**src/rtl/mdu_pkg.sv**
```systemverilog
// Shared definitions for the multiply/divide unit: MIPS func codes and FSM states.
package mdu_pkg;

    localparam logic [5:0] FUNC_MULT  = 6'b011000;
    localparam logic [5:0] FUNC_MULTU = 6'b011001;
    localparam logic [5:0] FUNC_DIV   = 6'b011010;
    localparam logic [5:0] FUNC_DIVU  = 6'b011011;
    localparam logic [5:0] FUNC_MFHI  = 6'b010000;
    localparam logic [5:0] FUNC_MTHI  = 6'b010001;
    localparam logic [5:0] FUNC_MFLO  = 6'b010010;
    localparam logic [5:0] FUNC_MTLO  = 6'b010011;

    typedef enum logic [1:0] {
        ST_IDLE = 2'd0,
        ST_MUL  = 2'd1,
        ST_DIV  = 2'd2,
        ST_FIX  = 2'd3
    } mdu_state_e;

endpackage

```
**src/rtl/mdu_sign_fix.sv**
```systemverilog
// Conditional two's-complement negate: y = neg ? -a : a.
module mdu_sign_fix #(
    parameter int WIDTH = 32
) (
    input  logic             neg,
    input  logic [WIDTH-1:0] a,
    output logic [WIDTH-1:0] y
);

    assign y = neg ? (~a + WIDTH'(1)) : a;

endmodule

```
**src/rtl/mdu_seq_unit.sv**
```systemverilog
// Iterative MULT/MULTU/DIV/DIVU unit with HI/LO registers and MFHI/MFLO/MTHI/MTLO access.
module mdu_seq_unit
    import mdu_pkg::*;
#(
    parameter int WIDTH = 32
) (
    input  logic             clk,
    input  logic             rst_n,
    input  logic             start,
    input  logic [5:0]       func,
    input  logic [WIDTH-1:0] rs_val,
    input  logic [WIDTH-1:0] rt_val,
    input  logic             flush,
    output logic             busy,
    output logic             done,
    output logic [WIDTH-1:0] result,
    output logic [WIDTH-1:0] hi,
    output logic [WIDTH-1:0] lo
);

    localparam int CNT_W = $clog2(WIDTH + 1);

    mdu_state_e         state_q, state_d;
    logic [CNT_W-1:0]   cnt_q, cnt_d;
    logic [2*WIDTH-1:0] acc_q, acc_d;
    logic [WIDTH-1:0]   mag_b_q, mag_b_d;
    logic [WIDTH-1:0]   orig_a_q, orig_a_d;
    logic [WIDTH-1:0]   hi_q, hi_d;
    logic [WIDTH-1:0]   lo_q, lo_d;
    logic               neg_res_q, neg_res_d;
    logic               neg_rem_q, neg_rem_d;
    logic               div_op_q, div_op_d;
    logic               div_zero_q, div_zero_d;
    logic               done_q, done_d;

    logic               is_signed, sign_a, sign_b;
    logic [WIDTH-1:0]   mag_a, mag_b;
    logic [2*WIDTH-1:0] prod_fix;
    logic [WIDTH-1:0]   quo_fix, rem_fix;

    assign is_signed = (func == FUNC_MULT) || (func == FUNC_DIV);
    assign sign_a    = is_signed & rs_val[WIDTH-1];
    assign sign_b    = is_signed & rt_val[WIDTH-1];

    mdu_sign_fix #(.WIDTH(WIDTH)) u_fix_a (.neg(sign_a), .a(rs_val), .y(mag_a));
    mdu_sign_fix #(.WIDTH(WIDTH)) u_fix_b (.neg(sign_b), .a(rt_val), .y(mag_b));
    mdu_sign_fix #(.WIDTH(2*WIDTH)) u_fix_prod (.neg(neg_res_q), .a(acc_q), .y(prod_fix));
    mdu_sign_fix #(.WIDTH(WIDTH)) u_fix_quo (.neg(neg_res_q), .a(acc_q[WIDTH-1:0]), .y(quo_fix));
    mdu_sign_fix #(.WIDTH(WIDTH)) u_fix_rem (.neg(neg_rem_q), .a(acc_q[2*WIDTH-1:WIDTH]), .y(rem_fix));

    // Multiply: acc = {partial product, remaining multiplier bits}, shifted right each step.
    logic [WIDTH:0]     mul_sum;
    logic [2*WIDTH-1:0] mul_next;
    assign mul_sum  = {1'b0, acc_q[2*WIDTH-1:WIDTH]} + (acc_q[0] ? {1'b0, mag_b_q} : '0);
    assign mul_next = {mul_sum, acc_q[WIDTH-1:1]};

    // Divide: acc = {partial remainder, dividend/quotient bits}, shifted left each step.
    logic [WIDTH:0]     div_sh;
    logic               div_ge;
    logic [WIDTH-1:0]   div_diff;
    logic [2*WIDTH-1:0] div_next;
    assign div_sh   = acc_q[2*WIDTH-1:WIDTH-1];
    assign div_ge   = div_sh >= {1'b0, mag_b_q};
    assign div_diff = div_sh[WIDTH-1:0] - mag_b_q;
    assign div_next = {(div_ge ? div_diff : div_sh[WIDTH-1:0]), acc_q[WIDTH-2:0], div_ge};

    always_comb begin
        state_d    = state_q;
        cnt_d      = cnt_q;
        acc_d      = acc_q;
        mag_b_d    = mag_b_q;
        orig_a_d   = orig_a_q;
        hi_d       = hi_q;
        lo_d       = lo_q;
        neg_res_d  = neg_res_q;
        neg_rem_d  = neg_rem_q;
        div_op_d   = div_op_q;
        div_zero_d = div_zero_q;
        done_d     = 1'b0;

        case (state_q)
            ST_IDLE: begin
                if (start && !flush) begin
                    case (func)
                        FUNC_MTHI: hi_d = rs_val;
                        FUNC_MTLO: lo_d = rs_val;
                        FUNC_MULT, FUNC_MULTU, FUNC_DIV, FUNC_DIVU: begin
                            acc_d      = {{WIDTH{1'b0}}, mag_a};
                            mag_b_d    = mag_b;
                            orig_a_d   = rs_val;
                            neg_res_d  = sign_a ^ sign_b;
                            neg_rem_d  = sign_a;
                            div_op_d   = (func == FUNC_DIV) || (func == FUNC_DIVU);
                            div_zero_d = (rt_val == '0);
                            cnt_d      = CNT_W'(WIDTH);
                            state_d    = ((func == FUNC_DIV) || (func == FUNC_DIVU)) ? ST_DIV : ST_MUL;
                        end
                        default: ;
                    endcase
                end
            end
            ST_MUL, ST_DIV: begin
                acc_d = (state_q == ST_DIV) ? div_next : mul_next;
                cnt_d = cnt_q - CNT_W'(1);
                if (cnt_q == CNT_W'(1)) state_d = ST_FIX;
            end
            ST_FIX: begin
                state_d = ST_IDLE;
                done_d  = 1'b1;
                if (div_op_q && div_zero_q) begin
                    hi_d = orig_a_q;
                    lo_d = '1;
                end else if (div_op_q) begin
                    hi_d = rem_fix;
                    lo_d = quo_fix;
                end else begin
                    hi_d = prod_fix[2*WIDTH-1:WIDTH];
                    lo_d = prod_fix[WIDTH-1:0];
                end
            end
            default: state_d = ST_IDLE;
        endcase

        // Abort discards the operation, including a correction pending in FIX.
        if (flush && (state_q != ST_IDLE)) begin
            state_d = ST_IDLE;
            done_d  = 1'b0;
            hi_d    = hi_q;
            lo_d    = lo_q;
        end
    end

    always_ff @(posedge clk or negedge rst_n) begin
        if (!rst_n) begin
            state_q    <= ST_IDLE;
            cnt_q      <= '0;
            acc_q      <= '0;
            mag_b_q    <= '0;
            orig_a_q   <= '0;
            hi_q       <= '0;
            lo_q       <= '0;
            neg_res_q  <= 1'b0;
            neg_rem_q  <= 1'b0;
            div_op_q   <= 1'b0;
            div_zero_q <= 1'b0;
            done_q     <= 1'b0;
        end else begin
            state_q    <= state_d;
            cnt_q      <= cnt_d;
            acc_q      <= acc_d;
            mag_b_q    <= mag_b_d;
            orig_a_q   <= orig_a_d;
            hi_q       <= hi_d;
            lo_q       <= lo_d;
            neg_res_q  <= neg_res_d;
            neg_rem_q  <= neg_rem_d;
            div_op_q   <= div_op_d;
            div_zero_q <= div_zero_d;
            done_q     <= done_d;
        end
    end

    assign busy   = (state_q != ST_IDLE);
    assign done   = done_q;
    assign hi     = hi_q;
    assign lo     = lo_q;
    assign result = (func == FUNC_MFHI) ? hi_q :
                    (func == FUNC_MFLO) ? lo_q : '0;

endmodule

```
**config.mk**
```make
export PLATFORM = sky130hd
export DESIGN_NAME = mdu_seq_unit
export DESIGN_NICKNAME = d
export VERILOG_FILES = /design/src/rtl/mdu_pkg.sv /design/src/rtl/mdu_sign_fix.sv /design/src/rtl/mdu_seq_unit.sv
export SDC_FILE = /design/constraint.sdc
export NUM_CORES = 1
export LEC_CHECK = 0
export CAP_MARGIN = 40
export CORE_ASPECT_RATIO = 1.4
export CORE_UTILIZATION = 43
export CTS_BUF_LIST = sky130_fd_sc_hd__clkbuf_2 sky130_fd_sc_hd__clkbuf_4 sky130_fd_sc_hd__clkbuf_8
export CTS_CLUSTER_SIZE = 20
export DETAILED_ROUTE_END_ITERATION = 7
export HOLD_SLACK_MARGIN = 0.08
export PLACE_DENSITY_LB_ADDON = 0.25
export SLEW_MARGIN = 20
export SYNTH_ARGS = -nofsm -noshare
export SYNTH_HDL_FRONTEND = slang
export SYNTH_SLANG_ARGS = --single-unit
```
**constraint.sdc**
```tcl
create_clock -name clk -period 6.2 [get_ports clk]
set_clock_uncertainty 0.05 [all_clocks]
set_input_delay 1.86 -clock clk [delete_from_list [all_inputs] [get_ports clk]]
set_output_delay 1.86 -clock clk [all_outputs]
set_load 0.02 [all_outputs]
```
==> out/qor.txt, run 1 <==
CRITICAL PATH
-------------------------------------------------------------------------------------------------
Capturing point of the worst reg2reg path ..........................................    acc_q[63]
Critical Path Source Type ..........................................................   input port
Category of the critical setup timing path .........................................       in2out
Type of element capturing the critical path ........................................   output pin
Biggest fanout along the worst timing path .........................................           32
R2R cell count .....................................................................           14
Slowest cell delay on critical path ................................................      0.63 ns
Series of cell instances along the critical path ................................... clkdlybuf4s50_1, nor2_1, nand2_1, nor2_1, nand2b_1, buf_4, nor2_1, clkdlybuf4s50_1
R2R Path Start .....................................................................     acc_q[0]
Required @ worst endpoint ..........................................................      4.29 ns
Critical Path AT ...................................................................      3.76 ns
Critical Path Start ................................................................      func[5]
Slowest cell on the critical path .................................................. sky130_fd_sc_hd__clkdlybuf4s50_1
Buffers and inverters on the worst path ............................................            3
Gate family responsible for the most delay along the worst path .................... buffers and inverters
Register-to-Register Setup Slack ...................................................      1.77 ns
Most common cell type on the critical path ......................................... sky130_fd_sc_hd__nor2_1
End point of the critical path .....................................................    result[6]
Logic depth of the worst setup path including buffers ..............................            8

FLOORPLANNING
-------------------------------------------------------------------------------------------------
Number of primary I/O pins .........................................................          172
Placeable core region ..............................................................   37700 um^2
Total number of placement rows .....................................................           84
Die Ht .............................................................................       234 um
Initial core utilization ...........................................................        0.438
Die ar. ............................................................................   39200 um^2
X dimension of the die .............................................................       168 um

GLOBAL ROUTE
-------------------------------------------------------------------------------------------------
Pin count of the biggest net entering global routing ...............................           98
Global-route wire length before repair .............................................     87000 um
Initial antenna violation count ....................................................            0
All-layer global routing usage .....................................................        0.283
Via count of the first global-routing pass .........................................        15800
Sum of overflow across all layers after global routing .............................            0

YOSYS
-------------------------------------------------------------------------------------------------
Asr flop ratio synth ...............................................................         1.00
FF+latch count, synth ..............................................................          205
Post-synthesis instance total ......................................................         2153
Mean instance size in the synthesized netlist ......................................    7.67 um^2
Primary FF master, synth ........................................................... sky130_fd_sc_hd__dfrtp_1
Number of flops mapped to enable cells by yosys ....................................            0
Number of distinct library cell variants in the gate-level netlist after synthesis .           66
Sequential element share of the synthesized area ...................................        0.311
Post-Synthesis Cell Area ...........................................................   16500 um^2
Yosys warning total ................................................................            0
Synthesized netlist net count ......................................................         2303

CTS
-------------------------------------------------------------------------------------------------
Clock buffer depth .................................................................            3
Number of sinks handled by clock tree synthesis ....................................          205
TritonCTS clock tree ...............................................................          yes
Inserted Clock Buffers .............................................................           36
Clock network latency to the later pin of the worst-skew pair ......................      0.56 ns
Number of buffers inserted to repair setup after CTS ...............................            0
Clk Tree Root Cell ................................................................. sky130_fd_sc_hd__clkbuf_8
Post-CTS resize count ..............................................................            0
Register clock-pin slew on the reported worst setup and hold paths .................      0.05 ns
CTS Hold Bufs ......................................................................            0
CTS H-tree lvls ....................................................................            2

TIMING
-------------------------------------------------------------------------------------------------
Max Slew Vio Count .................................................................            0
Number of setup violations in the final report .....................................            0
Relative max-transition margin .....................................................        0.412
Actual slew at the worst max-slew pin ..............................................     0.873 ns
Max Freq ...........................................................................      176 MHz
Sum of negative setup slack ........................................................         0 ns
RSZ-0062 raised after global routing ...............................................           no
Fraction of the cycle the final worst path needs ...................................        0.914
Post-route worst hold slack ........................................................     0.424 ns
Minimum period implied by the final worst setup slack ..............................      5.67 ns
Hold violation count in the final report ...........................................            0

ROUTE
-------------------------------------------------------------------------------------------------
Mean number of vias per cell .......................................................         5.80
Iteration count of the initial detailed-routing pass ...............................            7
Total length of routed wires .......................................................     54700 um
Remaining antenna violation count after routing ....................................            0
Wirelength per Cell ................................................................      19.7 um
DR vias ............................................................................        16100
DRC viols ..........................................................................            0
DR iter-0 viols ....................................................................         1149

FINISH
-------------------------------------------------------------------------------------------------
Final Instance Area ................................................................   19600 um^2
Area overhead of the layout relative to synthesis ..................................        18.9%
Commonest cells after routing, fill and taps aside ................................. 382 x sky130_fd_sc_hd__nand2_1, 278 x sky130_fd_sc_hd__o21ai_0, 205 x sky130_fd_sc_hd__dfrtp_1
Post-layout net count ..............................................................         2426
Count of non-filler cells in the finished layout ...................................         2776
# diodes ...........................................................................            0
Most common library cell in the layout ignoring fill and taps ...................... sky130_fd_sc_hd__nand2_1
Fraction of final layout cells sized beyond drive strength 1 .......................       0.0625

PLACE
-------------------------------------------------------------------------------------------------
Routability-driven placement congestion ratio ......................................        0.973
Cell area after placement ..........................................................   18800 um^2
Placed Cells incl. Taps ............................................................         2708
HPWL after DPL .....................................................................     41700 um
Number of I/O port buffers .........................................................          171

PWR
-------------------------------------------------------------------------------------------------
Leakage power figure ...............................................................      8.50 nW
Power per standard cell area .......................................................  519 nW/um^2
VDD IR-drop max ....................................................................       224 uV
Design Power .......................................................................     0.0102 W

FLOW RUN
-------------------------------------------------------------------------------------------------
Number of maximum-capacitance constraint violations ................................            0

MIN PATH
-------------------------------------------------------------------------------------------------
Min-delay worst type ...............................................................      reg2reg
Number of stages on the worst hold path ............................................            2

RUN STATUS
-------------------------------------------------------------------------------------------------
Run status ......................................................................... finished, final reports clean

## synth_stat cells, types with 4 or more instances
cell	count	share of area
sky130_fd_sc_hd__a31oi_1	24	0.0091
sky130_fd_sc_hd__xnor2_1	114	0.060
sky130_fd_sc_hd__xor2_1	61	0.032
sky130_fd_sc_hd__o21bai_1	8	0.0036
sky130_fd_sc_hd__clkbuf_1	121	0.027
sky130_fd_sc_hd__and3_1	11	0.0042
sky130_fd_sc_hd__a22o_1	10	0.0053
sky130_fd_sc_hd__nor2_1	163	0.037
sky130_fd_sc_hd__nand4_1	12	0.0045
sky130_fd_sc_hd__dfrtp_1	205	0.31
sky130_fd_sc_hd__nand3_1	28	0.0085
sky130_fd_sc_hd__buf_1	9	0.0020
sky130_fd_sc_hd__nor2b_1	14	0.0053
sky130_fd_sc_hd__mux2_2	5	0.0034
sky130_fd_sc_hd__a21oi_1	138	0.042
sky130_fd_sc_hd__or4_1	11	0.0050
sky130_fd_sc_hd__ha_1	74	0.056
sky130_fd_sc_hd__o211ai_1	17	0.0077
sky130_fd_sc_hd__and2_1	11	0.0042
sky130_fd_sc_hd__nand2_1	382	0.087
sky130_fd_sc_hd__mux2i_1	81	0.049
sky130_fd_sc_hd__or3_1	20	0.0076
sky130_fd_sc_hd__o21a_1	14	0.0064
sky130_fd_sc_hd__nand2b_1	18	0.0068
sky130_fd_sc_hd__or2_2	5	0.0019
sky130_fd_sc_hd__a211oi_1	11	0.0050
sky130_fd_sc_hd__inv_1	63	0.014
sky130_fd_sc_hd__buf_2	4	0.0012
sky130_fd_sc_hd__nor3b_1	9	0.0041
sky130_fd_sc_hd__o31ai_1	25	0.011
sky130_fd_sc_hd__a221o_1	4	0.0024
sky130_fd_sc_hd__nor4_1	21	0.0080
sky130_fd_sc_hd__o21ai_0	279	0.085
sky130_fd_sc_hd__nor3_1	33	0.010
sky130_fd_sc_hd__a21o_1	31	0.014
sky130_fd_sc_hd__o41ai_1	17	0.0090
sky130_fd_sc_hd__o22ai_1	39	0.015
sky130_fd_sc_hd__a22oi_1	10	0.0045
## cells by family (layout without fill, tap and decap cells)
logic type | Yosys count | after routing | share of synthesized area
multiplexers | 86 | 86 | 0.0525
buffers and inverters | 198 | 348 | 0.0453
XOR/XNOR | 175 | 175 | 0.0928
AND/OR/NAND/NOR | 752 | 752 | 0.202
adder cells (fa/ha/maj) | 76 | 76 | 0.0585
AO/OA/AOI/OAI | 661 | 661 | 0.239
flip-flops | 205 | 205 | 0.311
## flip-flops by register name, summed over array words and instances, names as in the netlist
name / cells
orig_a_q: 32
done: 1
cnt_q: 6
neg_res_q: 1
mag_b_q: 32
neg_rem_q: 1
lo: 32
div_op_q: 1
div_zero_q: 1
acc_q: 64
state_q: 2
hi: 32
## worst min-delay path by stage
| stage | slack, ns | end | start |
|---|---|---|---|
| global route | 0.45 | mag_b_q[21] | mag_b_q[21] |
| global placement | 0.40 | orig_a_q[21] | orig_a_q[21] |
| CTS | 0.43 | orig_a_q[21] | orig_a_q[21] |
| detailed placement | 0.41 | orig_a_q[15] | orig_a_q[15] |
| finish | 0.42 | orig_a_q[21] | orig_a_q[21] |
| floorplan | 0.39 | orig_a_q[15] | orig_a_q[15] |
## power breakdown
part / leakage [nW] / switching (W) / total, W / internal [W]
Sequential: 2.66 / 0.000651 / 0.00252 / 0.00187
Combinational: 5.41 / 0.00367 / 0.00623 / 0.00256
Clock: 0.430 / 0.000603 / 0.00144 / 0.000841
## metal layers
layer	global-route usage	part of all wire	vias up
li1	-	-	7880
met1	0.318	0.40	7627
met2	0.531	0.52	463
met3	0.0304	0.038	131
met4	0.136	0.044	0
met5	0	0	-
## area by class of cell
class / count / area, um^2
fill: 3629 / 18100
inverter: 64 / 240
sequential: 205 / 5130
clock buffer: 56 / 696
multi-input combinational: 1750 / 10700
tap: 473 / 592
timing repair buffer: 219 / 2180
clock inverter: 9 / 125
## stage by stage
step,setup WS [ns],util
floorplan,1.21,-
global placement,0.573,0.494
detailed placement,0.550,0.498
CTS,0.550,0.520
global route,0.394,0.521
finish,0.531,0.521
## tightest hold or removal path: stages (launching register included)
cell and delay, ns:
sky130_fd_sc_hd__dfrtp_1 0.33, sky130_fd_sc_hd__nand2_1 0.05, sky130_fd_sc_hd__nand2_1 0.06
Power figures use the tool's default switching activity.
==> run 2: changes to the inputs <==
--- a/config.mk
+++ b/config.mk
@@ -13,7 +13,6 @@
 export DETAILED_ROUTE_END_ITERATION = 7
 export HOLD_SLACK_MARGIN = 0.08
 export PLACE_DENSITY_LB_ADDON = 0.25
-export SLEW_MARGIN = 20
 export SYNTH_ARGS = -nofsm -noshare
 export SYNTH_HDL_FRONTEND = slang
 export SYNTH_SLANG_ARGS = --single-unit
==> run 2 against run 1 <==
  * Wire length about the same
  * Fmax shrank 0.17%
  * Clock power grew 5%
  * Critical path depth unchanged
  * Combinational power is essentially flat
  * Worst setup slack worse by 0.0097 ns
  * Largest cell class unchanged
  * Global-route usage is 0.10 points higher
  * Register-to-register slack lost 0.04 ns
==> out/qor.txt, run 2 (synthesized netlist as in run 1, its figures left out) <==
RUN STATUS
---------------------------------------------------------------------------------
Run status ......................................................... finished, final reports clean

CRITICAL PATH
---------------------------------------------------------------------------------
Slowest cell delay on critical path ................................      0.62 ns   about the same
Type of element capturing the critical path ........................   output pin
R2R cell count .....................................................           14   unchanged
R2R Path Start .....................................................     acc_q[0]
Critical Path Source Type ..........................................   input port
Biggest fanout along the worst timing path .........................           32   unchanged
Register-to-Register Setup Slack ...................................      1.73 ns   -0.04 ns
Most common cell type on the critical path ......................... sky130_fd_sc_hd__nor2_1
Critical Path AT ...................................................      3.77 ns   about the same
Category of the critical setup timing path .........................       in2out
Capturing point of the worst reg2reg path ..........................    acc_q[63]
Slowest cell on the critical path .................................. sky130_fd_sc_hd__clkdlybuf4s50_1
Required @ worst endpoint ..........................................      4.29 ns   about the same
Series of cell instances along the critical path ................... clkdlybuf4s50_1, nor2_1, nand2_1, nor2_1, nand2b_1, buf_4, nor2_1, clkdlybuf4s50_1

CTS
---------------------------------------------------------------------------------
Post-CTS resize count ..............................................            0   unchanged
Inserted Clock Buffers .............................................           37   +2.8%
Number of buffers inserted to repair setup after CTS ...............            0   unchanged
Clk Tree Root Cell ................................................. sky130_fd_sc_hd__clkbuf_8
Register clock-pin slew on the reported worst setup and hold paths .      0.06 ns   about the same
CTS Hold Bufs ......................................................            0   unchanged
Clock network latency to the later pin of the worst-skew pair ......      0.57 ns   about the same
TritonCTS clock tree ...............................................          yes
Number of sinks handled by clock tree synthesis ....................          205   unchanged
CTS H-tree lvls ....................................................            2   unchanged
Clock buffer depth .................................................            3   unchanged

PWR
---------------------------------------------------------------------------------
Fraction of power consumed by the clock network ....................        0.147   +0.005
Part of the power in registers .....................................        0.245   -0.002
Internal power .....................................................    0.00534 W   +1.4%
Design Power .......................................................     0.0103 W   +0.73%
Net load switching power ...........................................    0.00492 W   about the same
VDD IR-drop max ....................................................       251 uV   +12%
Fraction of power spent switching nets .............................        0.480   -0.00329
Logic gate share of total power ....................................        0.607   -0.004
Leakage power figure ...............................................      8.50 nW   about the same
Power per standard cell area .......................................  522 nW/um^2   +0.61%

FLOORPLANNING
---------------------------------------------------------------------------------
Total number of placement rows .....................................           84   unchanged
Placeable core region ..............................................   37700 um^2   unchanged
Die ar. ............................................................   39200 um^2   unchanged
Initial core utilization ...........................................        0.438   unchanged
Number of primary I/O pins .........................................          172   unchanged
X dimension of the die .............................................       168 um   unchanged
Die Ht .............................................................       234 um   unchanged

PLACE
---------------------------------------------------------------------------------
Number of I/O port buffers .........................................          171   unchanged
Routability-driven placement congestion ratio ......................        0.973   unchanged
HPWL after DPL .....................................................     41600 um   -0.32%
Worst slack, placed ................................................     0.551 ns   +0.00146 ns

FINISH
---------------------------------------------------------------------------------
Fraction of final layout cells sized beyond drive strength 1 .......       0.0609   -0.00163
Layout Utilization .................................................        0.521   +0.000630
# diodes ...........................................................            0   unchanged
Register with the highest flop count ...............................        acc_q
Fill cells .........................................................         3630   +0.028%
Most common library cell in the layout ignoring fill and taps ...... sky130_fd_sc_hd__nand2_1
Commonest cells after routing, fill and taps aside ................. 382 x sky130_fd_sc_hd__nand2_1, 278 x sky130_fd_sc_hd__o21ai_0, 205 x sky130_fd_sc_hd__dfrtp_1
Number of flip-flops under the largest register name ...............           64   unchanged
Post-layout net count ..............................................         2424   -0.082%
Area overhead of the layout relative to synthesis ..................        19.1%

TIMING
---------------------------------------------------------------------------------
Post-layout worst setup margin .....................................     0.521 ns   -0.00968 ns
Relative max-transition margin .....................................        0.383   -0.0294
RSZ-0062 raised after global routing ...............................           no
Hold violation count in the final report ...........................            0   unchanged
Max Freq ...........................................................      176 MHz   -0.17%
Max Slew Vio Count .................................................            0   unchanged
Minimum period implied by the final worst setup slack ..............      5.68 ns   +0.00968 ns
Number of setup violations in the final report .....................            0   unchanged
Fraction of the cycle the final worst path needs ...................        0.916   +0.00156
Actual slew at the worst max-slew pin ..............................     0.918 ns   +0.0451 ns
Sum of negative setup slack ........................................         0 ns   unchanged

GLOBAL ROUTE
---------------------------------------------------------------------------------
Sum of overflow across all layers after global routing .............            0   unchanged
All-layer global routing usage .....................................        0.284   +0.00101
Pin count of the biggest net entering global routing ...............           98   unchanged
Initial antenna violation count ....................................            0   unchanged
Via count of the first global-routing pass .........................        15900   +0.59%
Global-route wire length before repair .............................     87200 um   +0.27%

MIN PATH
---------------------------------------------------------------------------------
Min-delay worst type ...............................................      reg2reg
Number of stages on the worst hold path ............................            2   unchanged
Hold Crit Endpoint ................................................. orig_a_q[15]
Startpoint of the most critical hold path .......................... orig_a_q[15]

FLOW RUN
---------------------------------------------------------------------------------
Number of maximum-capacitance constraint violations ................            0   unchanged

ROUTE
---------------------------------------------------------------------------------
Total length of routed wires .......................................     54700 um   about the same
DRC viols ..........................................................            0   unchanged
Remaining antenna violation count after routing ....................            0   unchanged
Wirelength per Cell ................................................      19.7 um   about the same
DR vias ............................................................        16200   +0.88%
DR iter-0 viols ....................................................         1246   +8.4%
Mean number of vias per cell .......................................         5.86   +1.0%
Iteration count of the initial detailed-routing pass ...............            6   -1

==> run 2: final cells by class <==
type / count / area, um^2 / area share
Multi-Input combinational cell: 1750 / 10700 / 0.543
Sequential cell: 205 / 5130 / 0.261
Timing Repair Buffer: 216 / 2150 / 0.109
Clock buffer: 57 / 734 / 0.0373
Tap cell: 473 / 592 / 0.0301
Inverter: 64 / 240 / 0.0122
Clock inverter: 7 / 140 / 0.00712
==> run 2: stage by stage <==
stage	cell area, um^2	hold slack (ns)	cells
after floorplan	16500	0.390	2153
after global placement	18600	0.404	2700
after detailed placement	18800	0.408	2708
after CTS	19700	0.424	2772
after global routing	19700	0.447	2772
final	19700	0.422	2772
==> run 2: layer usage <==
metal  share of wire  GRT usage  up-vias
met5               0          0        -
li1                -          -     7877
met2            0.51      0.523      554
met4           0.056      0.161        0
met1            0.39      0.317     7649
met3           0.044     0.0322      163
==> run 2: worst max-delay path by stage <==
| stage | startpoint | endpoint | slack, ns | depth (start not counted) |
|---|---|---|---|---|
| after global routing | func[5] | result[23] | 0.39 | 8 |
| after detailed placement | func[5] | result[23] | 0.55 | 8 |
| after global placement | func[5] | result[10] | 0.57 | 8 |
| after CTS | func[5] | result[23] | 0.55 | 8 |
| final | func[5] | result[6] | 0.52 | 8 |
| after floorplan | func[1] | result[10] | 1.21 | 4 |
==> run 2: power groups by stage <==
stage / logic [W] / registers (W) / clock network, W
3_3_place_gp: 0.00596 / 0.00251 / 0
3_5_place_dp: 0.00615 / 0.00254 / 0
6_report: 0.00623 / 0.00252 / 0.00151
4_1_cts: 0.00618 / 0.00251 / 0.00154
5_1_grt: 0.00686 / 0.00260 / 0.00160
2_1_floorplan: 0.00405 / 0.00253 / 0
==> run 2: critical path, delay by kind of cell <==
kind,cells,cell delay (ns)
buffers and inverters,3,1.24
AND/OR/NAND/NOR,5,0.63
